### config.mk
export PLATFORM = sky130hd
export DESIGN_NAME = fft_bitrev_reader
export DESIGN_NICKNAME = d
export VERILOG_FILES = /design/src/rtl/fft_bitrev_reader.sv
export SDC_FILE = /design/constraint.sdc
export NUM_CORES = 1
export LEC_CHECK = 0
export ABC_CLOCK_PERIOD_IN_PS = 2100
export BUFFER_PORTS_ARGS = -buffer_cell sky130_fd_sc_hd__buf_2
export CAP_MARGIN = 20
export CORE_ASPECT_RATIO = 1.25
export CORE_UTILIZATION = 30
export CTS_CLUSTER_SIZE = 16
export DETAILED_ROUTE_END_ITERATION = 7
export PLACE_DENSITY = 0.57
export SYNTH_ARGS = -nofsm -noshare
export SYNTH_HDL_FRONTEND = slang
export SYNTH_SLANG_ARGS = --single-unit
### constraint.sdc
create_clock -name clk -period 2.1 [get_ports clk]
set_input_delay 0.42 -clock clk [delete_from_list [all_inputs] [get_ports clk]]
set_output_delay 0.42 -clock clk [all_outputs]
set_load 0.02 [all_outputs]
### src/rtl/fft_bitrev_reader.sv
// fft_bitrev_reader: read-side engine for the FFT working RAM.
// Walks all 2^ADDR_BIT_WIDTH addresses in natural or bit-reversed order.
// Captures the RAM word one cycle after each address is issued.
// Streams the words out through a 2-entry valid/ready buffer.
// An issue is allowed only while buffer occupancy plus the outstanding read
// leaves room, so backpressure never drops a sample.
module fft_bitrev_reader #(
  parameter int DATA_BIT_WIDTH = 32,
  parameter int ADDR_BIT_WIDTH = 5
) (
  input  logic                      clk,
  input  logic                      rst_n,
  input  logic                      start,
  input  logic                      bitrev_en,
  output logic [ADDR_BIT_WIDTH-1:0] read_addr,
  input  logic [DATA_BIT_WIDTH-1:0] ram_data,
  output logic [DATA_BIT_WIDTH-1:0] out_data,
  output logic                      out_valid,
  input  logic                      out_ready,
  output logic                      out_last,
  output logic                      busy,
  output logic                      done
);

  localparam logic [1:0] S_IDLE  = 2'd0;
  localparam logic [1:0] S_READ  = 2'd1;
  localparam logic [1:0] S_DRAIN = 2'd2;
  localparam logic [1:0] S_DONE  = 2'd3;

  localparam logic [ADDR_BIT_WIDTH-1:0] IDX_ONE  = ADDR_BIT_WIDTH'(1);
  localparam logic [ADDR_BIT_WIDTH-1:0] IDX_LAST = '1;

  // Mirror the address bits: bit i moves to bit ADDR_BIT_WIDTH-1-i.
  function automatic logic [ADDR_BIT_WIDTH-1:0] bit_reverse(
    input logic [ADDR_BIT_WIDTH-1:0] v
  );
    logic [ADDR_BIT_WIDTH-1:0] r;
    r = '0;
    for (int i = 0; i < ADDR_BIT_WIDTH; i++) begin
      r[i] = v[ADDR_BIT_WIDTH-1-i];
    end
    return r;
  endfunction

  // Control state
  logic [1:0]                r_state;
  logic [ADDR_BIT_WIDTH-1:0] r_idx;
  logic                      r_bitrev;
  logic [ADDR_BIT_WIDTH-1:0] r_read_addr;
  logic                      r_inflight;
  logic                      r_inflight_last;

  // Output buffer: two entries, head at r_rd_ptr
  logic [DATA_BIT_WIDTH-1:0] r_buf_data [2];
  logic [1:0]                r_buf_last;
  logic                      r_wr_ptr;
  logic                      r_rd_ptr;
  logic [1:0]                r_count;

  logic                      w_valid;
  logic                      w_pop;
  logic                      w_head_last;
  logic [2:0]                w_occ_after;
  logic                      w_issue;
  logic                      w_issue_last;
  logic [ADDR_BIT_WIDTH-1:0] w_addr;

  assign w_valid      = (r_count != 2'd0);
  assign w_pop        = w_valid & out_ready;
  assign w_head_last  = r_buf_last[r_rd_ptr];
  // Occupancy once this cycle's push and pop have settled; a new issue is
  // only safe if its word will still find a free slot next cycle.
  assign w_occ_after  = 3'(r_count) + 3'(r_inflight) - 3'(w_pop);
  assign w_issue      = (r_state == S_READ) && (w_occ_after < 3'd2);
  assign w_issue_last = w_issue && (r_idx == IDX_LAST);
  assign w_addr       = r_bitrev ? bit_reverse(r_idx) : r_idx;

  // Frame sequencing: IDLE -> READ (issuing) -> DRAIN (emptying) -> DONE
  always_ff @(posedge clk) begin
    if (!rst_n) begin
      r_state  <= S_IDLE;
      r_idx    <= '0;
      r_bitrev <= 1'b0;
    end else begin
      case (r_state)
        S_IDLE: begin
          if (start) begin
            r_bitrev <= bitrev_en;
            r_idx    <= '0;
            r_state  <= S_READ;
          end
        end
        S_READ: begin
          if (w_issue) begin
            r_idx <= r_idx + IDX_ONE;
            if (r_idx == IDX_LAST) begin
              r_state <= S_DRAIN;
            end
          end
        end
        S_DRAIN: begin
          if (w_pop && w_head_last) begin
            r_state <= S_DONE;
          end
        end
        default: begin
          r_state <= S_IDLE;
        end
      endcase
    end
  end

  // Read issue: address held between issues, inflight marks next-cycle capture
  always_ff @(posedge clk) begin
    if (!rst_n) begin
      r_read_addr     <= '0;
      r_inflight      <= 1'b0;
      r_inflight_last <= 1'b0;
    end else begin
      r_inflight      <= w_issue;
      r_inflight_last <= w_issue_last;
      if (w_issue) begin
        r_read_addr <= w_addr;
      end
    end
  end

  // Buffer bookkeeping: pointers and occupancy for simultaneous push/pop
  always_ff @(posedge clk) begin
    if (!rst_n) begin
      r_wr_ptr <= 1'b0;
      r_rd_ptr <= 1'b0;
      r_count  <= 2'd0;
    end else begin
      if (r_inflight) begin
        r_wr_ptr <= ~r_wr_ptr;
      end
      if (w_pop) begin
        r_rd_ptr <= ~r_rd_ptr;
      end
      r_count <= w_occ_after[1:0];
    end
  end

  // Buffer storage: capture the RAM word belonging to last cycle's address
  always_ff @(posedge clk) begin
    if (r_inflight) begin
      r_buf_data[r_wr_ptr] <= ram_data;
      r_buf_last[r_wr_ptr] <= r_inflight_last;
    end
  end

  // Outputs are gated by occupancy so stale entries never show through
  assign read_addr = r_read_addr;
  assign out_valid = w_valid;
  assign out_data  = w_valid ? r_buf_data[r_rd_ptr] : '0;
  assign out_last  = w_valid & w_head_last;
  assign busy      = (r_state == S_READ) || (r_state == S_DRAIN);
  assign done      = (r_state == S_DONE);

endmodule

After elaboration in Yosys (flattened, before gate mapping)
Memory sizes are Yosys's and may differ from the RTL's. A register that Yosys moved wholly into a read port is not among the register bits.
Cells that the tools add are included.

word-level totals
  register bits = 21
  memory bits (writable) = 64
  bits of input ports = 37
  output and inout port bits = 41
  logic and storage cells = 60
  memories kept = 1

operators by class
  $add $sub $neg = 3
  $lt $le $gt $ge = 4
  equal/unequal tests = 8
  muxes and demuxes = 19
  bitwise gates (word level) = 4
  reductions and logical operators = 11

memory list
  memory      words  width  rd ports  clocked after memory_dff  write ports  line  source
  r_buf_data  2      32     1         1                         1            54    logic [DATA_BIT_WIDTH-1:0] r_buf_data [2];

operator list
  operator             count
  $mux 32              1
  $mux 5               3
  $pmux 5 s2           1
  $mux 2               4
  $ne 2x2->1 const B   4
  $mux 1               7
  $pmux 2 s3           1
  $add 5x1->5 const B  1
  $eq 5x5->1 const B   1
  $eq 2x2->1 const B   2
  $logic_and 1x1->1    4
  $lt 1x2->1 const B   2
  $reduce_and 4->1     1
  $reduce_bool 2->1    2
  $add 2x1->3          1
  $lt 3x2->1 const B   1
  $reduce_and 3->1     1
  $sub 3x1->3          1
  $and 1x1->1          2
  $bwmux 2             1
  $eq 2x1->1 const B   1
  $logic_not 2->1      1
  $not 1->1            2
  $reduce_and 2->1     1
  3 further kinds      3

Logic depth before layout (Yosys ltp)
  depth in word-level cells = 7
  mapped depth = 11
  gate-level depth less buffers = 10

Least setup slack after synthesis
OpenSTA, ideal clock, no wires.

  kind = register to register
  start point = register r_count[1]
  end point = register r_read_addr[0], in the netlist read_addr[0]
  setup time = 0.116 ns
  arrival = 2.238 ns
  required time = 1.984 ns
  path slack = -0.255 ns
  stages on the path, launching flop included = 12
  path buffers = 1
  clock period less this slack = 2.355 ns
  cells stage by stage = dfxtp_1 > o21ai_0 > inv_1 > ha_1 > inv_1 > ha_1 > fa_1 > xnor2_1 > nor3b_2 > buf_4 > nand2_1 > o211a_1

on the way
  cells in the longest elaborated chain, start to end = 5
  elaborated cells between the ends (all ways) = 6
  classes of those cells = add/sub: 2; order compare: 1; bitwise: 1; reduce/logical: 2

RTL lines
  element                 line  source
  from (decl)             58    logic [1:0] r_count;
  from (signal assigned)  141   r_count <= w_occ_after[1:0];
  $reduce_bool 2->1       68    assign w_valid = (r_count != 2'd0);
  $and 1x1->1             69    assign w_pop = w_valid & out_ready;
  net w_pop               61    logic w_pop;
  $sub 3x1->3             73    assign w_occ_after = 3'(r_count) + 3'(r_inflight) - 3'(w_pop);
  $lt 3x2->1              74    assign w_issue = (r_state == S_READ) && (w_occ_after < 3'd2);
  $logic_and 1x1->1       74
  to (signal assigned)    123   r_read_addr <= w_addr;
  to (decl)               49    logic [ADDR_BIT_WIDTH-1:0] r_read_addr;

The timed path passes the listed nets, and every way through them passes these cells.
A chain may end at the register's enable or synchronous reset.

Final worst setup path
  start point = register r_count[0]
  end point = register r_idx[0]

on the way
  cells in the longest elaborated chain, start to end = 7
  elaborated cells between the ends (all ways) = 8
  classes of those cells = add/sub: 2; order compare: 1; eq/ne: 1; bitwise: 1; reduce/logical: 3

RTL lines
  element                     line  source
  $reduce_bool 2->1           68
  $and 1x1->1                 69
  net w_pop                   61
  $sub 3x1->3                 73
  net w_occ_after[1]          63    logic [2:0] w_occ_after;
  $lt 3x2->1                  74
  $logic_and 1x1->1           74
  $ne 2x2->1 (no line)        n/a
  $reduce_and 3->1 (no line)  n/a
  to (signal assigned)        95    r_idx <= r_idx + IDX_ONE;
  to (decl)                   47    logic [ADDR_BIT_WIDTH-1:0] r_idx;

The timed path passes the listed nets, and every way through them passes these cells.

==> metrics.md <==
| Metric | Value |
|---|---|
| Status | `finished, violations left` |
| Failing checks | `design-rule violations, negative setup slack` |
| Num CTS Buffers | `9` |
| Mapped Cells | `250` |
| Total power per unit cell area | `roughly 1400 mW/mm2` |
| Slew at the pin closest to its max-slew limit | `~0.33 ns` |
| Width of the die | `roughly 100 um` |
| Final worst clock skew | `0.005453 ns` |
| Post-placement setup slack | `-0.3366 ns` |
| Count of final max-slew check failures | `0` |
| Global-route track usage on met1 | `13.78%` |
| Final setup violating endpoints | `13` |
| Number of warnings issued by yosys | `0` |
| Stage delay of the slowest cell on the critical path | `0.47 ns` |
| Layout cells sized above 1 | `approximately a third` |
| Initial core utilization | `a little under a third` |
| Accumulated negative setup slack | `-1.681 ns` |
| Endpoint of the worst-slack reg-to-reg timing path | `r_idx[0]` |
| Type of the worst setup path | `reg2reg` |
| Post-route fraction of the period consumed by the critical path | `107.4%` |
| # IOs | `78` |
| Fill cells | `around 1100` |
| Root buffer cell | `sky130_fd_sc_hd__clkbuf_16` |
| Share of synthesized area occupied by flip-flops and latches | `68.34%` |
| Timing-limited maximum frequency | `around 440 MHz` |
| Number of diodes | `0` |
| Global routing usage on met2 | `19.15%` |
| Average detailed-routed wire length per instance | `about 14 um` |
| Final net count | `around 380` |
| Critical Path Start Type | `flop` |
| Via total after detailed routing | `~2200` |
| DIE HEIGHT | `between 100 and 150 um` |
| IR Drop Worst-Case VDD | `between 0.7 and 0.8 mV` |
| Type of the tightest min-delay check | `in2reg` |
| Average instance area after synthesis | `13.94 um2` |
| Wire length of the first global-routing pass | `approximately 10000 um` |
| RSZ-0062 raised after global routing | `yes` |
| Hpwl dp | `between 4000 and 5000 um` |
| Post-cts hold buffer count | `0` |
| Source-to-sink clock delay at the later pin of the worst-skew pair | `roughly 0.33 ns` |
| Remaining global-route overflow | `0` |
| Number of routed nets with antenna violations | `0` |
| Detailed-router iteration count before antenna repair | `8` |
| Leakage power total | `1.764 nW` |
| Slowest-stage cell, CP | `sky130_fd_sc_hd__fa_2` |
| Cell occurring most often along the worst timing path | `sky130_fd_sc_hd__inv_1` |
| Post-synthesis register bit count | `86` |
| Last weighted congestion value of the routability-driven placer | `0.6970` |
| Post-route cell area | `~0.0045 mm2` |
| R2R Setup Slk | `-0.15 ns` |
| Count of cells along the worst register-to-register path | `9` |
| P&R area growth vs syn | `27.71%` |
| Ordered list of cells on the worst path | `o21ai_4, inv_1, ha_1, inv_1, ha_2, fa_2, nor3b_4, nand2_1, o22ai_1` |
| Post-route worst setup slack | `-0.1548 ns` |
| Worst setup endpoint | `r_idx[0]` |
| Pin count of the biggest net entering global routing | `35` |
| Dpl cell area | `roughly 0.0042 mm2` |
| Netlist area before placement | `approximately 0.0035 mm2` |
| Critical path data required time | `roughly 2.4 ns` |
| Std cell rows | `43` |
| Remaining design rule violation count | `8` |
| Global routing's busiest layer | `met2` |
| Hold violation count in the final report | `0` |
| Level count of the clock H-tree | `3` |
| Via count of the first global-routing pass | `~2000` |
| Port-buffer cells | `between 70 and 80` |
| Post-synthesis net count | `roughly 300` |
| Largest fanout on the critical path | `5` |
| Core ar. | `0.01119 mm2` |
| Clock transition at the register clock pins on the worst setup and hold paths after CTS | `approximately 0.06 ns` |
| Number of post-CTS setup repair buffers | `0` |
| Synth unique cells | `29` |
| Buffers from clock root to sink, at most | `2` |
| Total die area | `0.01206 mm2` |
| Routed WL | `between 6000 and 7000 um` |
| Launch point of the worst path | `r_count[0]` |
| Total power | `approximately 6.3 mW` |
| Initial antenna violation count | `0` |
| Worst Min Path Start | `ram_data[5]` |
| Vias per std cell | `approximately 4.6` |
| Launch instance of the worst register-to-register path | `r_count[0]` |
| Worst slew slack as a fraction of its limit | `between 70% and 80%` |
| Number of max-capacitance violations reported | `0` |
| Post-route minimum period | `~2.3 ns` |
| Met3 GRT Util | `3.189%` |
| Critical Path End Type | `flop` |
| Total track usage | `11.46%` |
| CTS tree | `built` |
| Util after Layout | `between 30 and 40%` |
| Clock net sink count | `86` |
| Initial detailed-routing violation count | `a little under 90` |
| Worst path arrival time | `~2.5 ns` |
==> power by group <==
part / leakage [nW] / internal, mW / switching (mW)
Clock: 0.135 / 0.911 / 0.612
Combinational: 0.870 / 1.00 / 1.52
Sequential: 0.759 / 2.13 / 0.168
==> layer usage <==
metal	share of wire, %	routed length [um]
met1	45	2960
met2	48	3186
met3	5.8	381
met4	1.3	83
met5	0	0
==> repair_timing <==
action | CTS | global route
endpoints found under the hold margin | 0 | 0
resized for setup | 2 | 0
setup endpoints to repair | 13 | 14
pin swaps | 2 | 1
==> cells in the final DEF (no fill, tap or decap), types with 2 or more instances in the layout <==
cell type	count
sky130_fd_sc_hd__dfxtp_2	3
sky130_fd_sc_hd__o211a_1	4
sky130_fd_sc_hd__nor2_2	2
sky130_fd_sc_hd__inv_1	8
sky130_fd_sc_hd__o21a_1	2
sky130_fd_sc_hd__mux2i_1	40
sky130_fd_sc_hd__nand4b_1	2
sky130_fd_sc_hd__clkbuf_16	9
sky130_fd_sc_hd__buf_12	4
sky130_fd_sc_hd__o221ai_1	2
sky130_fd_sc_hd__o21ai_0	2
sky130_fd_sc_hd__buf_4	5
sky130_fd_sc_hd__nand2b_1	3
sky130_fd_sc_hd__nand3_1	2
sky130_fd_sc_hd__and3_1	2
sky130_fd_sc_hd__edfxtp_1	66
sky130_fd_sc_hd__o22ai_1	3
sky130_fd_sc_hd__ha_1	8
sky130_fd_sc_hd__nand2_1	18
sky130_fd_sc_hd__buf_2	77
sky130_fd_sc_hd__nor2_1	35
sky130_fd_sc_hd__and2_1	5
sky130_fd_sc_hd__nor2b_1	2
sky130_fd_sc_hd__dfxtp_1	17
sky130_fd_sc_hd__clkinvlp_4	2
==> worst max-delay path: cells and delay by family, from the launching register on <==
kind,cells,cell delay [ns]
simple gates,2,0.49
compound gates,2,0.34
buf+inv,2,0.11
flops,1,0.34
fa+ha+maj,3,0.90
==> through the flow <==
step,cells,hold WS [ns]
CTS,475,0.2615
floorplan,250,0.4037
detailed placement,460,0.4663
finish,475,0.2750
global route,475,0.2596
global placement,460,0.4671
==> how the worst min path moves through the flow <==
stage,to,cells after the start,slack [ns]
global placement,r_buf_last[0],0,0.47
CTS,r_buf_data[0][5],1,0.26
finish,r_buf_data[1][5],1,0.27
global route,r_buf_data[1][5],1,0.26
detailed placement,r_buf_last[1],0,0.47
floorplan,r_buf_last[0],0,0.40
==> final cells by class <==
class                           instances  area, um2  area share [%]
Sequential cell                        86       2386           53.60
Inverter                                8      30.03          0.6745
Clock buffer                            9      225.2           5.059
Multi-Input combinational cell        144       1065           23.92
Clock inverter                          6      62.56           1.405
Timing Repair Buffer                   87      514.2           11.55
Tap cell                              135      168.9           3.794
==> registers in the layout, summed over array words and instances, names as in the netlist, named ones only <==
| signal | flops |
|---|---|
| r_bitrev | 1 |
| r_buf_data | 64 |
| r_buf_last | 2 |
| r_count | 2 |
| r_idx | 5 |
| r_inflight | 1 |
| r_inflight_last | 1 |
| r_rd_ptr | 1 |
| r_state | 2 |
| r_wr_ptr | 1 |
| read_addr | 5 |
==> Yosys cell counts, drive strengths merged <==
library cell	n	area share, %
nor3b	1	0.36
buf	5	0.75
o221ai	2	0.50
and3	2	0.36
o21a	2	0.43
edfxtp	66	57
nand3	2	0.29
inv	8	0.86
nand2	18	1.9
nand4	1	0.18
clkbuf	7	0.75
or3b	1	0.25
o21ai	3	0.43
and2	6	1.1
nor2b	3	0.54
nand4b	2	0.50
o22ai	3	0.54
fa	1	0.57
o211a	4	1.1
mux2i	40	11
nand2b	3	0.54
dfxtp	20	11
ha	9	3.2
a21boi	1	0.22
nand3b	1	0.22
nor2	37	4.0
xnor2	2	0.50
==> logic make-up after synthesis <==
| kind of cell | share of synthesized area, % |
|---|---|
| AOI/OAI and AO/OA | 3.266 |
| xor gates and xnor gates | 0.5026 |
| adders and majority gates | 3.805 |
| buffers and inverters | 2.369 |
| DFF | 68.34 |
| muxes | 11.49 |
| and+or+nand+nor | 10.23 |
No activity file was read; power rests on OpenSTA's default activity.
